[config.mk]
export PLATFORM = sky130hd
export DESIGN_NAME = result_dump
export DESIGN_NICKNAME = d
export VERILOG_FILES = /design/src/rtl/result_dump.sv
export SDC_FILE = /design/constraint.sdc
export NUM_CORES = 1
export LEC_CHECK = 0
export ABC_AREA = 1
export CAP_MARGIN = 20
export CORE_MARGIN = 4
export CORE_UTILIZATION = 30
export DETAILED_ROUTE_END_ITERATION = 10
export GPL_TIMING_DRIVEN = 0
export HOLD_SLACK_MARGIN = 0.12
export MAX_ROUTING_LAYER = met4
export PLACE_DENSITY = 0.62
export SYNTH_ARGS = -nofsm -noshare
export SYNTH_HDL_FRONTEND = slang
export SYNTH_SLANG_ARGS = --single-unit
[constraint.sdc]
create_clock -name clk -period 1.7 [get_ports clk]
set_input_delay 0.34 -clock clk [delete_from_list [all_inputs] [get_ports clk]]
set_output_delay 0.34 -clock clk [all_outputs]
set_load 0.05 [all_outputs]
[src/rtl/result_dump.sv]
`default_nettype none
// ============================================================================
// Module      : result_dump
// Description : Freezes the core on ECALL, then streams a data-memory window
//               out as a framed byte stream (header, LE words, XOR checksum).
// Revision    : 1.0 - initial release
// ============================================================================
module result_dump #(
    parameter int         ADDR_WIDTH   = 8,
    parameter int         START_ADDR   = 0,
    parameter int         NUM_WORDS    = 8,
    parameter logic [6:0] ECALL_OPCODE = 7'b1110011,
    parameter logic [7:0] HEADER_BYTE  = 8'hA5
) (
    input  logic                  clk,
    input  logic                  rst,
    input  logic [31:0]           instr,
    output logic                  halt,
    output logic                  dmem_rd_en,
    output logic [ADDR_WIDTH-1:0] dmem_rd_addr,
    input  logic [31:0]           dmem_rd_data,
    output logic [7:0]            tx_data,
    output logic                  tx_valid,
    input  logic                  tx_ready,
    output logic                  busy,
    output logic                  done
);

    localparam logic [2:0] c_IDLE = 3'd0;
    localparam logic [2:0] c_HDR  = 3'd1;
    localparam logic [2:0] c_REQ  = 3'd2;
    localparam logic [2:0] c_WAIT = 3'd3;
    localparam logic [2:0] c_SEND = 3'd4;
    localparam logic [2:0] c_CSUM = 3'd5;
    localparam logic [2:0] c_DONE = 3'd6;

    localparam int                    c_IDX_W = $clog2(NUM_WORDS + 1) + 1;
    localparam logic [c_IDX_W-1:0]    c_NUM   = c_IDX_W'(NUM_WORDS);
    localparam logic [ADDR_WIDTH-1:0] c_START = ADDR_WIDTH'(START_ADDR);

    logic [2:0]            r_state;
    logic                  r_halt;
    logic                  r_busy;
    logic                  r_done;
    logic                  r_rd_en;
    logic [ADDR_WIDTH-1:0] r_rd_addr;
    logic [7:0]            r_tx_data;
    logic                  r_tx_valid;
    logic [c_IDX_W-1:0]    r_index;
    logic [1:0]            r_k;
    logic [23:0]           r_shift;
    logic [7:0]            r_csum;

    logic                  w_fire;
    logic                  w_trigger;
    logic [c_IDX_W-1:0]    w_index_next;
    logic                  w_unused_instr;

    assign w_fire         = r_tx_valid && tx_ready;
    assign w_trigger      = (instr[6:0] == ECALL_OPCODE);
    assign w_index_next   = r_index + c_IDX_W'(1);
    assign w_unused_instr = ^instr[31:7];

    always_ff @(posedge clk) begin
        if (rst) begin
            r_state    <= c_IDLE;
            r_halt     <= 1'b0;
            r_busy     <= 1'b0;
            r_done     <= 1'b0;
            r_rd_en    <= 1'b0;
            r_rd_addr  <= '0;
            r_tx_data  <= 8'h00;
            r_tx_valid <= 1'b0;
            r_index    <= '0;
            r_k        <= 2'd0;
            r_shift    <= 24'h0;
            r_csum     <= 8'h00;
        end else begin
            case (r_state)
                c_IDLE: begin
                    if (w_trigger) begin
                        r_state    <= c_HDR;
                        r_halt     <= 1'b1;
                        r_busy     <= 1'b1;
                        r_tx_valid <= 1'b1;
                        r_tx_data  <= HEADER_BYTE;
                        r_index    <= '0;
                        r_k        <= 2'd0;
                        r_csum     <= 8'h00;
                        r_rd_addr  <= c_START;
                    end
                end
                c_HDR: begin
                    if (w_fire) begin
                        if (NUM_WORDS > 0) begin
                            r_state    <= c_REQ;
                            r_rd_en    <= 1'b1;
                            r_tx_valid <= 1'b0;
                        end else begin
                            // Empty window: the checksum byte follows the header directly.
                            r_state   <= c_CSUM;
                            r_tx_data <= r_csum;
                        end
                    end
                end
                c_REQ: begin
                    r_rd_en <= 1'b0;
                    r_state <= c_WAIT;
                end
                c_WAIT: begin
                    r_tx_data  <= dmem_rd_data[7:0];
                    r_shift    <= dmem_rd_data[31:8];
                    r_tx_valid <= 1'b1;
                    r_k        <= 2'd0;
                    r_state    <= c_SEND;
                end
                c_SEND: begin
                    if (w_fire) begin
                        r_csum <= r_csum ^ r_tx_data;
                        if (r_k != 2'd3) begin
                            r_k       <= r_k + 2'd1;
                            r_tx_data <= r_shift[7:0];
                            r_shift   <= {8'h00, r_shift[23:8]};
                        end else begin
                            r_index   <= w_index_next;
                            r_rd_addr <= r_rd_addr + ADDR_WIDTH'(1);
                            if (w_index_next < c_NUM) begin
                                r_state    <= c_REQ;
                                r_rd_en    <= 1'b1;
                                r_tx_valid <= 1'b0;
                            end else begin
                                // Fold in the last data byte on the way to the checksum.
                                r_state   <= c_CSUM;
                                r_tx_data <= r_csum ^ r_tx_data;
                            end
                        end
                    end
                end
                c_CSUM: begin
                    if (w_fire) begin
                        r_state    <= c_DONE;
                        r_tx_valid <= 1'b0;
                        r_busy     <= 1'b0;
                        r_done     <= 1'b1;
                    end
                end
                c_DONE: begin
                    r_state <= c_DONE;
                end
                default: begin
                    r_state <= c_IDLE;
                end
            endcase
        end
    end

    assign halt         = r_halt;
    assign busy         = r_busy;
    assign done         = r_done;
    assign dmem_rd_en   = r_rd_en;
    assign dmem_rd_addr = r_rd_addr;
    assign tx_data      = r_tx_data;
    assign tx_valid     = r_tx_valid;

endmodule
`default_nettype wire

### Word level (Yosys, flattened, before mapping)

Index checks and enable logic that the tools add are counted.

| storage, ports and cells | value |
|---|---|
| logic and storage cells | 95 |
| bits in registers | 63 |
| bits of input ports | 67 |
| output and inout port bits | 21 |

| cells by class | value |
|---|---|
| reductions and logical operators | 20 |
| order comparisons | 1 |
| bitwise gates (word level) | 1 |
| equality and inequality tests | 17 |
| muxes and demuxes | 41 |
| $add $sub $neg | 3 |

Operator list:

| kind | count |
|---|---|
| 8-bit two-way mux | 8 |
| 24-bit two-way mux | 2 |
| 24-bit case mux with 2 select lines | 1 |
| 8-bit case mux with 2 select lines | 2 |
| 8-bit case mux with 3 select lines | 1 |
| 3-bit case mux with 7 select lines | 1 |
| 3-bit two-way mux | 6 |
| 2-bit inequality test, second input constant | 8 |
| 5-bit two-way mux | 3 |
| 4-bit AND reduction | 3 |
| 5-bit case mux with 2 select lines | 1 |
| 5-bit AND reduction | 2 |
| 3-bit == test, second input constant | 3 |
| 1-bit two-way mux | 9 |
| 3-bit AND reduction | 3 |
| 8-bit by 1-bit adder with 8-bit output, second input constant | 1 |
| 8-bit bitwise XOR | 1 |
| 7-bit == test, second input constant | 1 |
| 3-bit by 2-bit == test with 1-bit output, second input constant | 2 |
| 2-bit two-way mux | 3 |
| 2-bit case mux with 3 select lines | 1 |
| 6-bit AND reduction | 1 |
| 2-bit nonzero test | 3 |
| 3-bit nonzero test | 2 |
| other kinds (14) | 15 |

### Depth between registers and ports, before layout

| depth | value |
|---|---|
| word-level depth | 6 |
| gate-level depth with buffers | 10 |
| gate-level depth less buffers | 10 |

### Worst setup path after synthesis

No wires, ideal clock.

| timing | value |
|---|---|
| path type | reg-to-reg |
| start | register r_rd_addr[0] (netlist: dmem_rd_addr[0]) |
| end | register r_rd_addr[6] (netlist: dmem_rd_addr[6]) |
| required time | 1633 ps |
| library setup time | 67 ps |
| setup slack | 63 ps |
| arrival | 1570 ps |
| path buffers | 0 |
| cell stages (with the launch flop) | 9 |
| clock period less this slack | 1637 ps |
| cell sequence | dfxtp_1 -> ha_1 -> nand2_1 -> inv_1 -> nand3_1 -> xor2_1 -> nor2_1 -> nand2_1 -> a21oi_2 |

| between the ends | value |
|---|---|
| cells in the longest elaborated chain, start to end | 4 |

RTL lines:

| element | line | text |
|---|---|---|
| start: declaration | 46 | `logic [ADDR_WIDTH-1:0] r_rd_addr;` |
| start signal: assignment | 90 | `r_rd_addr <= c_START;` |
| start signal: assignment | 126 | `r_rd_addr <= r_rd_addr + ADDR_WIDTH'(1);` |
| 8-bit by 1-bit adder with 8-bit output | 126 |  |
| 8-bit two-way mux | 120 | `if (r_k != 2'd3) begin` |
| 8-bit two-way mux | 118 | `if (w_fire) begin` |
| 8-bit case mux with 2 select lines | 79 | `case (r_state)` |

No other way between the ends. The select of a mux whose other input is x is not followed.
A chain may end at the register's enable or synchronous reset.

### Final worst setup path

| timing | value |
|---|---|
| start | register r_state[1] |
| end | register r_csum[3] |

| between the ends | value |
|---|---|
| cells in the longest elaborated chain, start to end | 3 |
| elaborated cells on any way between the ends | 7 |
| those cells by class | eq/ne: 3; mux: 1; reduce/logical: 3 |

RTL lines:

| element | line | text |
|---|---|---|
| start: declaration | 41 | `logic [2:0] r_state;` |
| start signal: assignment | 66 | `r_state <= c_IDLE;` |
| start signal: assignment | 82 | `r_state <= c_HDR;` |
| start signal: assignment | 96 | `r_state <= c_REQ;` |
| 3-bit == test or 3-bit logical NOT (tied branches) | 79 |  |
| 2-bit inequality test (no source line) or 2-bit nonzero test (tied branches) | - |  |
| 3-bit AND reduction (no source line) | - |  |
| end signal: assignment | 119 | `r_csum <= r_csum ^ r_tx_data;` |
| end: declaration | 52 | `logic [7:0] r_csum;` |

Several ways; a longest one is shown, not always the timed one.

==> metrics.csv <==
metric;value;unit
Pwr Density;1290;nW/um2
initial standard-cell utilization of the core;30.7;%
number of antenna violations at the first check in global routing;0;
complex-gate fraction of the synthesized area;15.7;%
number of instances on the worst hold path;2;
post-detailed-route wirelength per cell;13.3;um
transition time of the tightest slew-check pin;0.640;ns
First-pass DRT Iterations;5;
Synth area leader;sky130_fd_sc_hd__dfxtp_1;
worst clock skew;0.0114;ns
global-route wire length before repair;14700;um
layout cells sized above 1;13.4;%
post-route cell area;4230;um2
number of clock sinks seen by CTS;63;
number of flip-flops and latches in the synthesized netlist;63;
proportion of synthesized chip area in sequential cells;39.8;%
fraction of synthesized cell area in xor and xnor cells;3.04;%
Worst Setup Path Type;flip-flop to flip-flop;
Worst Hold Launch;done$_SDFFE_PP0P_;
Required @ worst endpoint;1.93;ns
number of H-tree levels;3;
Mapped Nets;526;
routed via count divided by cell count;4.78;
maximum resistive drop on vdd;0.474;mV
multiplexer share of the synthesized area;0;%
result of the run;finished clean;
worst path cell trace;nor2_4 -> inv_2 -> nor2_4 -> nand2_2 -> nand2_4 -> nor2_2 -> o21ai_0 -> nor2_1;
post-synthesis instance area;3170;um2
maximum number of pins on one net before global-route repair;14;
area after detailed placement;3950;um2
RD Place Congestion;0.847;
Inserted Diodes;0;
Clock Tree Buf Depth;2;
critical path startpoint category;flip-flop;
average cell area after synthesis;6.94;um2
number of pins exceeding their max-slew limit in the final report;0;
Total GRT Usage;15.0;%
main combinational cell family by area after synthesis;simple AND/OR/NAND/NOR gates;
count of buffers inserted at the top-level ports;61;
ANT nets after route;0;
hold_ws;0.446;ns
post-synth top area share;39.8;%
FF-to-FF setup slack;0.06;ns
Post-synth EDFFs;0;
FF-to-FF End;r_csum[3]$_SDFFE_PP0P_;
number of top-level design ports;88;
number of buffers created by CTS;9;
Buf+Inv Stages, Crit Path;1;
vias after detailed routing;3224;
Chip Width;111;um
peak per-stage delay on the critical path;0.36;ns
depth of the worst register-to-register path;8;
type of element capturing the critical path;flip-flop;
Yosys warning total;0;
min-delay worst type;flip-flop to flip-flop;
number of remaining DRC errors;0;
setup repair after global routing missed its margin;true;
die boundary height;111;um
Post-DP HPWL;6530;um
cell repeated most along the worst path;sky130_fd_sc_hd__nor2_4;
unique cell type count in the Yosys netlist;33;
max_cap viols;0;
final hold violations;0;
remaining max-slew budget at the tightest pin;57.3;%
core area;10300;um2
period utilisation layout;96.3;%
clock period minus final worst setup slack;1.64;ns
end point of the most critical hold path;done$_SDFFE_PP0P_;
site row count;37;
DRT iter0 DRCs;213;
arithmetic-cell share of the synthesized area counting full adders, half adders and majority gates;1.19;%
leakage component of the power;1.75;nW
Setup Viol. Count Final;0;
top cells by area, synth;sky130_fd_sc_hd__dfxtp_1, sky130_fd_sc_hd__nand2_1, sky130_fd_sc_hd__a21oi_1;
cell with the largest stage delay on the worst path;sky130_fd_sc_hd__dfxtp_2;
Total Nets Final;604;
Post-Synthesis Cells;456;
routed wire length;8970;um
highest attainable clock frequency;611;MHz
reg-to-reg critical path startpoint;r_state[1]$_SDFFE_PP0P_;
simple-gate portion of the synthesized area;32.6;%
cell family with most CP delay;simple AND/OR/NAND/NOR gates;
area grow syn2layout;33.5;%
later-pin clock latency in the skew report;0.34;ns
aggregate global routing overflow;0;
Die Outline Area;12300;um2
async set-reset flop share out of synthesis;0;%
crit-path max FO;8;
cell chosen for the clock root;sky130_fd_sc_hd__clkbuf_8;
vias in the first global route;3012;
top cell types by occurrence after synthesis;sky130_fd_sc_hd__nand2_1, sky130_fd_sc_hd__dfxtp_1, sky130_fd_sc_hd__nor2_1, sky130_fd_sc_hd__a21oi_1, sky130_fd_sc_hd__inv_1;
CTS tree;done;
most numerous cell in the Yosys netlist;sky130_fd_sc_hd__nand2_1;
Top FF cell, synth;sky130_fd_sc_hd__dfxtp_1;
Critical Path AT;1.87;ns
clock transition at the registers of the reported paths;0.07;ns
## worst reg2reg max path, delay by kind of cell (launching register included)
family / cells / cell delay (ns)
AOI/OAI and AO/OA: 1 / 0.16
and+or+nand+nor: 6 / 0.89
DFF: 1 / 0.36
buffers and inverters: 1 / 0.13
## metal layers
| metal | GRT usage [%] | wire, um |
|---|---|---|
| met5 | - | 0 |
| met4 | 3.69 | 64 |
| met3 | 3.93 | 622 |
| met2 | 22.5 | 4100 |
| met1 | 20.2 | 4190 |
## cell families (layout without fill, tap and decap cells)
group           count (synthesis)  in the layout
simple gates                  236            236
compound gates                 88             88
flops                          63             63
buf+inv                        55            138
xor+xnor                       11             11
fa+ha+maj                       3              3
## area by class of cell
type	count	area [um2]
inverter	37	140
fill	1078	6100
clock buffer	9	124
multi-input combinational	338	1690
clock inverter	7	105
timing repair buffer	67	622
sequential	63	1260
tap	136	170
buffer	18	113
## sequential cells by signal (all words and copies together) (netlist names)
register,flops
done,1
r_k,2
tx_data,8
tx_valid,1
dmem_rd_en,1
r_shift,24
dmem_rd_addr,8
r_csum,8
busy,1
r_index,5
halt,1
r_state,3
## worst max-delay path by stage
| stage | slack [ns] | cells past startpoint | endpoint | from |
|---|---|---|---|---|
| after global placement | -0.30 | 8 | r_csum[5]$_SDFFE_PP0P_ | instr[1] |
| final | 0.06 | 8 | r_csum[3]$_SDFFE_PP0P_ | r_state[1]$_SDFFE_PP0P_ |
| after detailed placement | -0.32 | 8 | r_csum[5]$_SDFFE_PP0P_ | instr[1] |
| after CTS | 0.008 | 9 | tx_data[6]$_SDFFE_PP0P_ | r_index[0]$_SDFFE_PP0P_ |
| after global routing | -0.02 | 8 | r_csum[3]$_SDFFE_PP0P_ | r_state[1]$_SDFFE_PP0P_ |
| after floorplan | 0.06 | 8 | dmem_rd_addr[6]$_SDFFE_PP0P_ | dmem_rd_addr[0]$_SDFFE_PP0P_ |
## through the flow
stage	power [mW]	instances	setup TNS, ns	worst slack (ns)	util (%)
6_report	5.44	675	0	0.0632	40.9
4_1_cts	5.36	669	0	0.00780	40.2
2_1_floorplan	3.28	456	0	0.0631	-
3_5_place_dp	3.89	653	-9.01	-0.318	38.2
3_3_place_gp	3.86	653	-7.80	-0.298	38.2
5_1_grt	5.79	675	-0.0863	-0.0244	40.9
## placed cells by master, fill, tap and decap left out, types with 5 or more instances in the layout
cell                              netlist  layout
sky130_fd_sc_hd__nand2_1              149     147
sky130_fd_sc_hd__dfxtp_1               63      60
sky130_fd_sc_hd__clkdlybuf4s50_1        0      40
sky130_fd_sc_hd__nor2_1                40      38
sky130_fd_sc_hd__a21oi_1               37      37
sky130_fd_sc_hd__inv_1                 33      32
sky130_fd_sc_hd__o21ai_0               25      25
sky130_fd_sc_hd__nand3_1               25      25
sky130_fd_sc_hd__a31oi_1               16      16
sky130_fd_sc_hd__dlygate4sd2_1          0      15
sky130_fd_sc_hd__clkbuf_8               0       9
sky130_fd_sc_hd__xor2_1                 8       8
sky130_fd_sc_hd__clkbuf_1               7       7
sky130_fd_sc_hd__nor2_4                 5       6
sky130_fd_sc_hd__buf_2                  6       6
sky130_fd_sc_hd__buf_4                  2       6
sky130_fd_sc_hd__buf_6                  3       5
sky130_fd_sc_hd__nand2_2                3       5
## power breakdown
| part | switching (mW) | leakage, nW | internal, mW | total, mW |
|---|---|---|---|---|
| Combinational | 1.41 | 1.12 | 0.726 | 2.14 |
| Clock | 0.649 | 0.112 | 0.845 | 1.49 |
| Sequential | 0.132 | 0.512 | 1.68 | 1.81 |
| Total | 2.19 | 1.75 | 3.25 | 5.44 |
## what timing repair did
action                                  CTS  global route
buffers inserted                          0             6
endpoints found under the setup margin   24            53
resized for setup                        23            22
hold buffers                              0             0
pin swaps                                 0             5
Note: power is estimated with default switching activity, not from simulation.
